==> config.mk <==
export PLATFORM = sky130hd
export DESIGN_NAME = spi_slave_fd
export DESIGN_NICKNAME = d
export VERILOG_FILES = /design/src/rtl/spi_pkg.sv /design/src/rtl/sync_edge_det.sv /design/src/rtl/spi_slave_fd.sv
export SDC_FILE = /design/constraint.sdc
export NUM_CORES = 1
export LEC_CHECK = 0
export CAP_MARGIN = 25
export CORE_ASPECT_RATIO = 1.25
export CORE_UTILIZATION = 30
export CTS_BUF_LIST = sky130_fd_sc_hd__clkbuf_8 sky130_fd_sc_hd__clkbuf_16
export CTS_CLUSTER_DIAMETER = 200
export DETAILED_ROUTE_END_ITERATION = 7
export PLACE_DENSITY_LB_ADDON = 0.2
export REMOVE_ABC_BUFFERS = 1
export SYNTH_ARGS = -nofsm -noshare
export SYNTH_HDL_FRONTEND = slang
export SYNTH_HIERARCHICAL = 1
export SYNTH_SLANG_ARGS = --single-unit
==> constraint.sdc <==
create_clock -name clk -period 2.9 [get_ports clk]
set_input_delay 0.58 -clock clk [delete_from_list [all_inputs] [get_ports clk]]
set_output_delay 0.58 -clock clk [all_outputs]
set_load 0.005 [all_outputs]
==> src/rtl/spi_pkg.sv <==
// Shared FSM state encoding and SPI mode constants for the SPI slave.
// The mode is {CPOL, CPHA}; sample_on_rise() picks which sck edge captures mosi.
package spi_pkg;

  localparam logic [1:0] ST_IDLE = 2'd0;
  localparam logic [1:0] ST_LOAD = 2'd1;
  localparam logic [1:0] ST_XFER = 2'd2;

  localparam logic [1:0] SPI_MODE0 = 2'b00;
  localparam logic [1:0] SPI_MODE1 = 2'b01;
  localparam logic [1:0] SPI_MODE2 = 2'b10;
  localparam logic [1:0] SPI_MODE3 = 2'b11;

  function automatic logic sample_on_rise(input logic [1:0] mode);
    return (mode == SPI_MODE0) || (mode == SPI_MODE3);
  endfunction

endpackage

==> src/rtl/sync_edge_det.sv <==
// Two-flop synchroniser for an asynchronous input, plus rise/fall detection
// on the synchronised level. Flops reset to the line's idle level.
module sync_edge_det #(
  parameter logic IDLE_LVL = 1'b0
) (
  input  logic clk,
  input  logic rst,
  input  logic din,
  output logic lvl,
  output logic rise,
  output logic fall
);

  // [0],[1] form the synchroniser, [2] holds the previous synchronised level
  logic [2:0] sync_reg;

  always_ff @(posedge clk or posedge rst) begin
    if (rst) sync_reg <= {3{IDLE_LVL}};
    else     sync_reg <= {sync_reg[1:0], din};
  end

  assign lvl  = sync_reg[1];
  assign rise = sync_reg[1] & ~sync_reg[2];
  assign fall = ~sync_reg[1] & sync_reg[2];

endmodule

==> src/rtl/spi_slave_fd.sv <==
// Full-duplex SPI slave, all four modes, oversampled in the clk domain.
// One-word TX holding buffer feeds the shift register at every word boundary.
module spi_slave_fd
  import spi_pkg::*;
#(
  parameter int DATA_LEN  = 8,
  parameter int CPOL      = 0,
  parameter int CPHA      = 0,
  parameter int MSB_FIRST = 1
) (
  input  logic                clk,
  input  logic                rst,
  input  logic                sck,
  input  logic                ss,
  input  logic                mosi,
  output logic                miso,
  input  logic [DATA_LEN-1:0] tx_data,
  input  logic                tx_load,
  output logic                tx_ready,
  output logic [DATA_LEN-1:0] rx_data,
  output logic                rx_valid,
  output logic                tx_underrun,
  output logic                busy
);

  localparam logic [1:0] MODE        = {1'(CPOL), 1'(CPHA)};
  localparam logic       SAMPLE_RISE = sample_on_rise(MODE);
  localparam int         CW          = $clog2(DATA_LEN);

  logic sck_lvl, sck_rise, sck_fall;
  logic ss_lvl, ss_rise, ss_fall;
  logic [1:0] mosi_sync_reg;
  logic mosi_s;

  logic [1:0]          state_reg, state_next;
  logic [1:0]          settle_reg;
  logic                armed_reg;
  logic [CW-1:0]       bit_cnt_reg;
  logic [DATA_LEN-1:0] rx_sr_reg, rx_data_reg, tx_sr_reg, tx_buf_reg;
  logic                tx_ready_reg, rx_valid_reg, tx_underrun_reg;
  logic                fresh_reg, pend_reg, peek_full_reg;

  logic in_xfer, sample_edge, shift_edge, ss_start;
  logic boundary, load_now, deferred, commit_now, commit_full;
  logic [DATA_LEN-1:0] rx_word, tx_shifted;
  logic tx_bit;

  sync_edge_det #(.IDLE_LVL(1'(CPOL))) u_sck (
    .clk(clk), .rst(rst), .din(sck), .lvl(sck_lvl), .rise(sck_rise), .fall(sck_fall)
  );

  sync_edge_det #(.IDLE_LVL(1'b1)) u_ss (
    .clk(clk), .rst(rst), .din(ss), .lvl(ss_lvl), .rise(ss_rise), .fall(ss_fall)
  );

  // mosi gets the same two-flop delay as sck so the two stay aligned
  always_ff @(posedge clk or posedge rst) begin
    if (rst) mosi_sync_reg <= 2'b00;
    else     mosi_sync_reg <= {mosi_sync_reg[0], mosi};
  end
  assign mosi_s = mosi_sync_reg[1];

  assign in_xfer     = (state_reg == ST_XFER);
  assign sample_edge = SAMPLE_RISE ? sck_rise : sck_fall;
  assign shift_edge  = SAMPLE_RISE ? sck_fall : sck_rise;
  // A low ss seen right after reset is not a fresh falling edge; also ignore
  // a select that arrives with sck away from its idle level.
  assign ss_start    = ss_fall && armed_reg && (sck_lvl == 1'(CPOL));

  // Shift edge with the counter at 0 starts a new word, except the very first
  // leading shift edge in CPHA=1 where the word was already loaded in LOAD.
  assign boundary    = in_xfer && shift_edge && (bit_cnt_reg == '0) && !fresh_reg;
  assign load_now    = (state_reg == ST_LOAD) || boundary;
  // With CPHA=0 the boundary is the trailing edge after the last bit, which
  // also ends every frame; the buffer is only consumed once the next word's
  // first sample edge proves the word is real.
  assign deferred    = in_xfer && sample_edge && pend_reg;
  assign commit_now  = (state_reg == ST_LOAD) || (boundary && (CPHA != 0)) || deferred;
  assign commit_full = deferred ? peek_full_reg : ~tx_ready_reg;

  assign rx_word    = (MSB_FIRST != 0) ? {rx_sr_reg[DATA_LEN-2:0], mosi_s}
                                       : {mosi_s, rx_sr_reg[DATA_LEN-1:1]};
  assign tx_shifted = (MSB_FIRST != 0) ? {tx_sr_reg[DATA_LEN-2:0], 1'b0}
                                       : {1'b0, tx_sr_reg[DATA_LEN-1:1]};
  assign tx_bit     = (MSB_FIRST != 0) ? tx_sr_reg[DATA_LEN-1] : tx_sr_reg[0];

  always_comb begin
    state_next = state_reg;
    case (state_reg)
      ST_IDLE: if (ss_start) state_next = ST_LOAD;
      ST_LOAD: state_next = ss_rise ? ST_IDLE : ST_XFER;
      ST_XFER: if (ss_rise) state_next = ST_IDLE;
      default: state_next = ST_IDLE;
    endcase
  end

  always_ff @(posedge clk or posedge rst) begin
    if (rst) begin
      state_reg       <= ST_IDLE;
      settle_reg      <= 2'b00;
      armed_reg       <= 1'b0;
      bit_cnt_reg     <= '0;
      rx_sr_reg       <= '0;
      rx_data_reg     <= '0;
      tx_sr_reg       <= '0;
      tx_buf_reg      <= '0;
      tx_ready_reg    <= 1'b1;
      rx_valid_reg    <= 1'b0;
      tx_underrun_reg <= 1'b0;
      fresh_reg       <= 1'b0;
      pend_reg        <= 1'b0;
      peek_full_reg   <= 1'b0;
    end else begin
      state_reg       <= state_next;
      settle_reg      <= {settle_reg[0], 1'b1};
      if (settle_reg[1] && ss_lvl) armed_reg <= 1'b1;
      rx_valid_reg    <= 1'b0;
      tx_underrun_reg <= commit_now && !commit_full;

      if (commit_now && commit_full) begin
        tx_ready_reg <= 1'b1;
      end else if (tx_load && tx_ready_reg) begin
        tx_buf_reg   <= tx_data;
        tx_ready_reg <= 1'b0;
      end

      if (load_now) begin
        tx_sr_reg     <= tx_ready_reg ? '0 : tx_buf_reg;
        peek_full_reg <= ~tx_ready_reg;
      end else if (in_xfer && shift_edge && (bit_cnt_reg != '0)) begin
        tx_sr_reg <= tx_shifted;
      end

      if (boundary && (CPHA == 0)) pend_reg <= 1'b1;
      else if (deferred || !in_xfer) pend_reg <= 1'b0;

      if (state_reg == ST_LOAD) fresh_reg <= 1'b1;
      else if (in_xfer && shift_edge) fresh_reg <= 1'b0;

      // Leaving XFER drops any partial word
      if (!in_xfer || ss_rise) begin
        bit_cnt_reg <= '0;
      end else if (sample_edge) begin
        rx_sr_reg <= rx_word;
        if (bit_cnt_reg == CW'(DATA_LEN - 1)) begin
          bit_cnt_reg  <= '0;
          rx_data_reg  <= rx_word;
          rx_valid_reg <= 1'b1;
        end else begin
          bit_cnt_reg <= bit_cnt_reg + 1'b1;
        end
      end
    end
  end

  assign miso        = (state_reg == ST_IDLE) ? 1'b0 : tx_bit;
  assign tx_ready    = tx_ready_reg;
  assign rx_data     = rx_data_reg;
  assign rx_valid    = rx_valid_reg;
  assign tx_underrun = tx_underrun_reg;
  assign busy        = ~ss_lvl;

endmodule

==> results.ini, run 1 <==
[synth]
synth_edf_count=0
syn_area_per_cell_um2=13.6
syn_area_um2=2110
synthCells=155
ys.flop_type=dfrtp_1
yosysSeqAreaShare_pct=63.0
yosysWarnings=6
ys_seq_elements=53
synth_cell_types=32
async_flop_share_pct=100

[worst_setup_path]
critPathTopFamily=flip-flops
r2r-start=state_reg[0]
cp.required_ns=2.32
arrival_ns=1.43
critPathKind=reg2out
critical_path_buf_inv_count=1
worstSetupEndpointType=output pin
path_cells=clkdlybuf4s50_1
startpoint_type=register
slowest_delay_ns=0.62
slowest_stage=dfstp_2
reg2reg_depth=4
r2r_end=rx_data[7]
reg2reg_slack_ns=0.97
path_max_fanout=9

[clock_network]
cts_resized=0
clock_sinks=53
root_buffer=clkbuf_8
post-cts-setup-buffers=0
clockBufferDepth=2
cts_buffers=5
cts_tree=yes
htreeDepth=2
clk_latency_ns=0.29
cts_hold_buf=0
clkTransAtPathRegs_ns=0.08

[grt]
grtUsageTotal_pct=11.4
grt_max_degree=27
grt_antenna_before_repair=0
grt_pass1_vias=1445
grt-ovfl-total=0
grt_pass1_wl_mm=6.64

[finish]
nFillCells=641
antenna_cells=0
nets=203
synthToLayoutAreaGrowth_pct=23.1
design_area_um2=2600
drive_above_1_share_pct=21.4
instances_no_fill=274

[sta]
hold_viol=0
period_share_pct=69.2
slew_headroom_pct=47.3
worst_pin_slew_ns=0.785
grt_setup_unrepaired=no
timing.fmax_mhz=499
whs_ns=0.354
slew_viol_final=0
tns_ns=0
period_minus_slack_ns=2.01
clock_skew_ns=0.00524
finalSetupViolCount=0

[die]
die_x_um=77.1
io_pins=27
core_area_um2=6690
die_area_um2=7390
die_h_um=95.8
rows=33
start_util_pct=31.6

[routing]
drc=0
vias=1245
wire_per_inst_um=13.8
via_per_inst=4.54
drtAntennaViolNets=0
first_iter_violations=94
drtPass1Iterations=4
wl_mm=3.78

[placement]
placed_cells=266
io_buffers=26
placed_cell_area_um2=2480
gp_congestion=0.735
hpwl_mm=2.78

[hold_path]
hold_depth=0
hp-class=reg2reg
holdPathEnd=mosi_sync_reg[1]
hold_start=mosi_sync_reg[0]

[power_and_ir_drop]
p_leak_nw=1.19
power_density_nw_per_um2=699
ir_worst_vdd_uv=300
p_total_mw=1.82

[run]
max_cap_violations=0

[status]
status=complete, no violations

[routing by layer]
metal / GRT usage, % / routed length [um] / vias up
li1: - / - / 598
met1: 13.2 / 1680 / 616
met2: 20.8 / 1920 / 24
met3: 2.75 / 132 / 7
met4: 3.77 / 51 / 0
met5: 0 / 0 / -
[final cells by class]
type                    instances  area, um2  share of cell area (%)
well taps                      87        109                    4.18
multi-input cells              90        727                    27.9
repair buffers                 28        288                    11.1
flip-flops and latches         53       1330                    51.2
inverters                       8       30.0                    1.15
clock inverters                 2       33.8                    1.30
clock buffers                   6       82.6                    3.17
[logic make-up (layout without fill, tap and decap cells)]
family                   Yosys count  in the layout  share of synthesized area [%]
multiplexers                      28             28                           14.6
other                              1              1                          0.177
buffers and inverters             12             44                           2.60
flip-flops                        53             53                           63.0
adder cells (fa/ha/maj)            3              3                           1.78
AO/OA/AOI/OAI                     18             18                           5.92
AND/OR/NAND/NOR                   40             40                           11.9
[placed cells by master, fill, tap and decap left out, types with 2 or more instances in the layout]
| master | synthesis | final |
|---|---|---|
| a21oi_1 | 5 | 5 |
| a221o_1 | 5 | 5 |
| and2b_2 | 2 | 2 |
| and3_1 | 6 | 6 |
| clkbuf_8 | 0 | 6 |
| clkdlybuf4s50_1 | 0 | 26 |
| dfrtp_1 | 49 | 49 |
| dfstp_2 | 4 | 4 |
| ha_1 | 3 | 3 |
| inv_1 | 8 | 8 |
| mux2_2 | 23 | 23 |
| mux2i_1 | 5 | 5 |
| nand2_1 | 7 | 7 |
| nand2b_1 | 4 | 4 |
| nand3_1 | 2 | 2 |
| nand3b_1 | 3 | 3 |
| nor2_1 | 3 | 3 |
| nor2b_1 | 4 | 4 |
| nor3_1 | 3 | 3 |
| o21a_1 | 2 | 2 |
| o21ai_0 | 3 | 3 |
[worst max path at each step]
stage | start | to | slack [ns] | cells after the start
global route | tx_ready | tx_ready | 0.82 | 1
finish | tx_ready | tx_ready | 0.89 | 1
CTS | tx_ready | tx_ready | 0.88 | 1
floorplan | u_sck/sync_reg[1] | rx_data[0] | 1.17 | 4
detailed placement | tx_load | tx_buf_reg[5] | 0.70 | 4
global placement | tx_load | tx_buf_reg[0] | 0.80 | 4
[per-stage QoR]
step	setup WS, ns	util (%)
floorplan	1.17	-
global placement	0.799	37.1
detailed placement	0.705	37.1
CTS	0.876	38.9
global route	0.823	38.9
finish	0.894	38.9
[where the power goes]
| part | internal (mW) | total (mW) | switching, mW | leakage [nW] |
|---|---|---|---|---|
| clock | 0.278 | 0.498 | 0.220 | 0.0626 |
| sequential | 0.901 | 1.01 | 0.112 | 0.669 |
| combinational | 0.185 | 0.307 | 0.121 | 0.459 |
[synth_stat cells (2+ instances only)]
cell | count | area share [%]
nand3b_1 | 3 | 1.1
nand3_1 | 2 | 0.47
and2b_2 | 2 | 0.83
inv_1 | 8 | 1.4
a21oi_1 | 5 | 1.2
and3_1 | 6 | 1.8
dfrtp_1 | 49 | 58
nor2_1 | 3 | 0.53
o21a_1 | 2 | 0.71
buf_2 | 2 | 0.47
nand2b_1 | 4 | 1.2
nor2b_1 | 4 | 1.2
mux2_2 | 23 | 12
mux2i_1 | 5 | 2.4
nand2_1 | 7 | 1.2
a221o_1 | 5 | 2.4
dfstp_2 | 4 | 5.0
o21ai_0 | 3 | 0.71
ha_1 | 3 | 1.8
nor3_1 | 3 | 0.71
Note: power is estimated with default switching activity, not from simulation.
==> run 2: changes to the inputs <==
Clock period 2.9 ns to 2.06 ns, I/O delays scaled along.
==> run 2 against run 1 <==
Compared with the run above:
- hold slack got worse by 0.032 ns
- sequential share of layout area grew 0.099 points
- combinational power is 45% higher
- routed wire length is 4.5% higher
- largest power group unchanged
- highest routed layer unchanged
==> results.ini, run 2 (synthesis gave the netlist of run 1 again) <==
[status]
status=complete, no violations

[placement]
gp_congestion=0.701  ; -4.6%
dp_slack_ns=0.290  ; -0.414 ns
io_buffers=26  ; unchanged
placed_cell_area_um2=2510  ; +1.2%
hpwl_mm=2.88  ; +3.7%

[clock_network]
clockBufferDepth=2  ; unchanged
htreeDepth=2  ; unchanged
root_buffer=clkbuf_8
clk_latency_ns=0.30  ; about the same
cts_resized=0  ; unchanged
post-cts-setup-buffers=0  ; unchanged
cts_hold_buf=0  ; unchanged
cts_buffers=5  ; unchanged
clkTransAtPathRegs_ns=0.09  ; about the same
cts_tree=yes
clock_sinks=53  ; unchanged

[finish]
final_cell_mix=49 x dfrtp_1, 26 x clkdlybuf4s50_1, 23 x mux2_2, 8 x inv_1, 7 x nand2_1
synthToLayoutAreaGrowth_pct=22.9
drive_above_1_share_pct=22.6  ; +1.2 points
antenna_cells=0  ; unchanged
nets=207  ; +2.0%
nFillCells=674  ; +5.1%
design_area_um2=2600  ; -0.19%
post-route-util_pct=38.8  ; -0.075 points
mostFrequentLayoutCell=dfrtp_1

[power_and_ir_drop]
power_density_nw_per_um2=932  ; +33%
ir_worst_vdd_uv=324  ; +7.8%
p_leak_nw=1.19  ; +0.19%
p_total_mw=2.42  ; +33%

[run]
max_cap_violations=0  ; unchanged

[routing]
wl_mm=3.96  ; +4.5%
vias=1271  ; +2.1%
drtAntennaViolNets=0  ; unchanged
first_iter_violations=106  ; +13%
drc=0  ; unchanged
wire_per_inst_um=14.3  ; +3.4%
drtPass1Iterations=4  ; unchanged
via_per_inst=4.59  ; +0.98%

[die]
core_area_um2=6690  ; unchanged
die_x_um=77.1  ; unchanged
die_h_um=95.8  ; unchanged
io_pins=27  ; unchanged
die_area_um2=7390  ; unchanged
start_util_pct=31.6  ; unchanged
rows=33  ; unchanged

[worst_setup_path]
slowest_stage=dfstp_2
critPathTopFamily=flip-flops
cp.required_ns=1.65  ; -0.67 ns
slowest_delay_ns=0.63  ; about the same
startpoint_type=register
arrival_ns=1.46  ; +0.03 ns
worstSetupEndpointType=output pin
path_cells=clkdlybuf4s50_1
path_max_fanout=9  ; unchanged
critPathKind=reg2out
critical_path_buf_inv_count=1  ; unchanged

[sta]
setup_ws_ns=0.193  ; -0.702 ns
grt_setup_unrepaired=no
period_share_pct=90.7
worst_pin_slew_ns=0.745  ; -0.0407 ns
slew_viol_final=0  ; unchanged
clock_skew_ns=0.00840  ; +0.00316 ns
tns_ns=0  ; unchanged
period_minus_slack_ns=1.87
slew_headroom_pct=50.1  ; +2.7 points
timing.fmax_mhz=535
finalSetupViolCount=0  ; unchanged
hold_viol=0  ; unchanged

[grt]
grt_pass1_wl_mm=6.92  ; +4.2%
grt_antenna_before_repair=0  ; unchanged
grt-ovfl-total=0  ; unchanged
grtUsageTotal_pct=12.3  ; +0.87 points
grt_max_degree=25  ; -7.4%
grt_pass1_vias=1449  ; +0.28%

[hold_path]
hp-class=in2async

[run 2: final timing paths]
path / start / to / slack, ns / depth (start not counted)
worst min-delay path: rst / u_sck/sync_reg[1] / 0.32 / 2
worst max-delay path: tx_ready / tx_ready / 0.19 / 1
min in group clk: settle_reg[0] / settle_reg[1] / 0.36 / 0
max in group asynchronous: rst / rx_data[6] / 1.05 / 3
worst max register to register: u_ss/sync_reg[2] / rx_data[2] / 0.30 / 5
worst min register to register: settle_reg[0] / settle_reg[1] / 0.36 / 0
[run 2: final cells by class]
cell class	count	area [um2]	share of cell area (%)
clock buffer	5	68.8	2.65
clock inverter	2	12.5	0.482
inverter	8	30.0	1.16
multi-input combinational	90	727	28.0
sequential	53	1330	51.3
tap	87	109	4.19
timing repair buffer	32	318	12.2
[run 2: power breakdown]
part           total (mW)  internal, mW  switching (mW)
Clock               0.548         0.231           0.317
Combinational       0.444         0.273           0.172
Sequential           1.43          1.27           0.160
Total                2.42          1.77           0.648
[run 2: metal layers]
layer  vias up  track usage [%]  part of all wire, %
met4         0             3.77                 0.53
met3         2             3.41                  3.8
li1        607                -                    -
met1       639             13.1                   41
met5         -                0                    0
met2        23             23.5                   55
[run 2: stage by stage]
stage | hold WS (ns) | cells
2_1_floorplan | 0.166 | 151
3_3_place_gp | 0.334 | 270
3_5_place_dp | 0.335 | 270
4_1_cts | 0.322 | 277
5_1_grt | 0.346 | 277
6_report | 0.322 | 277
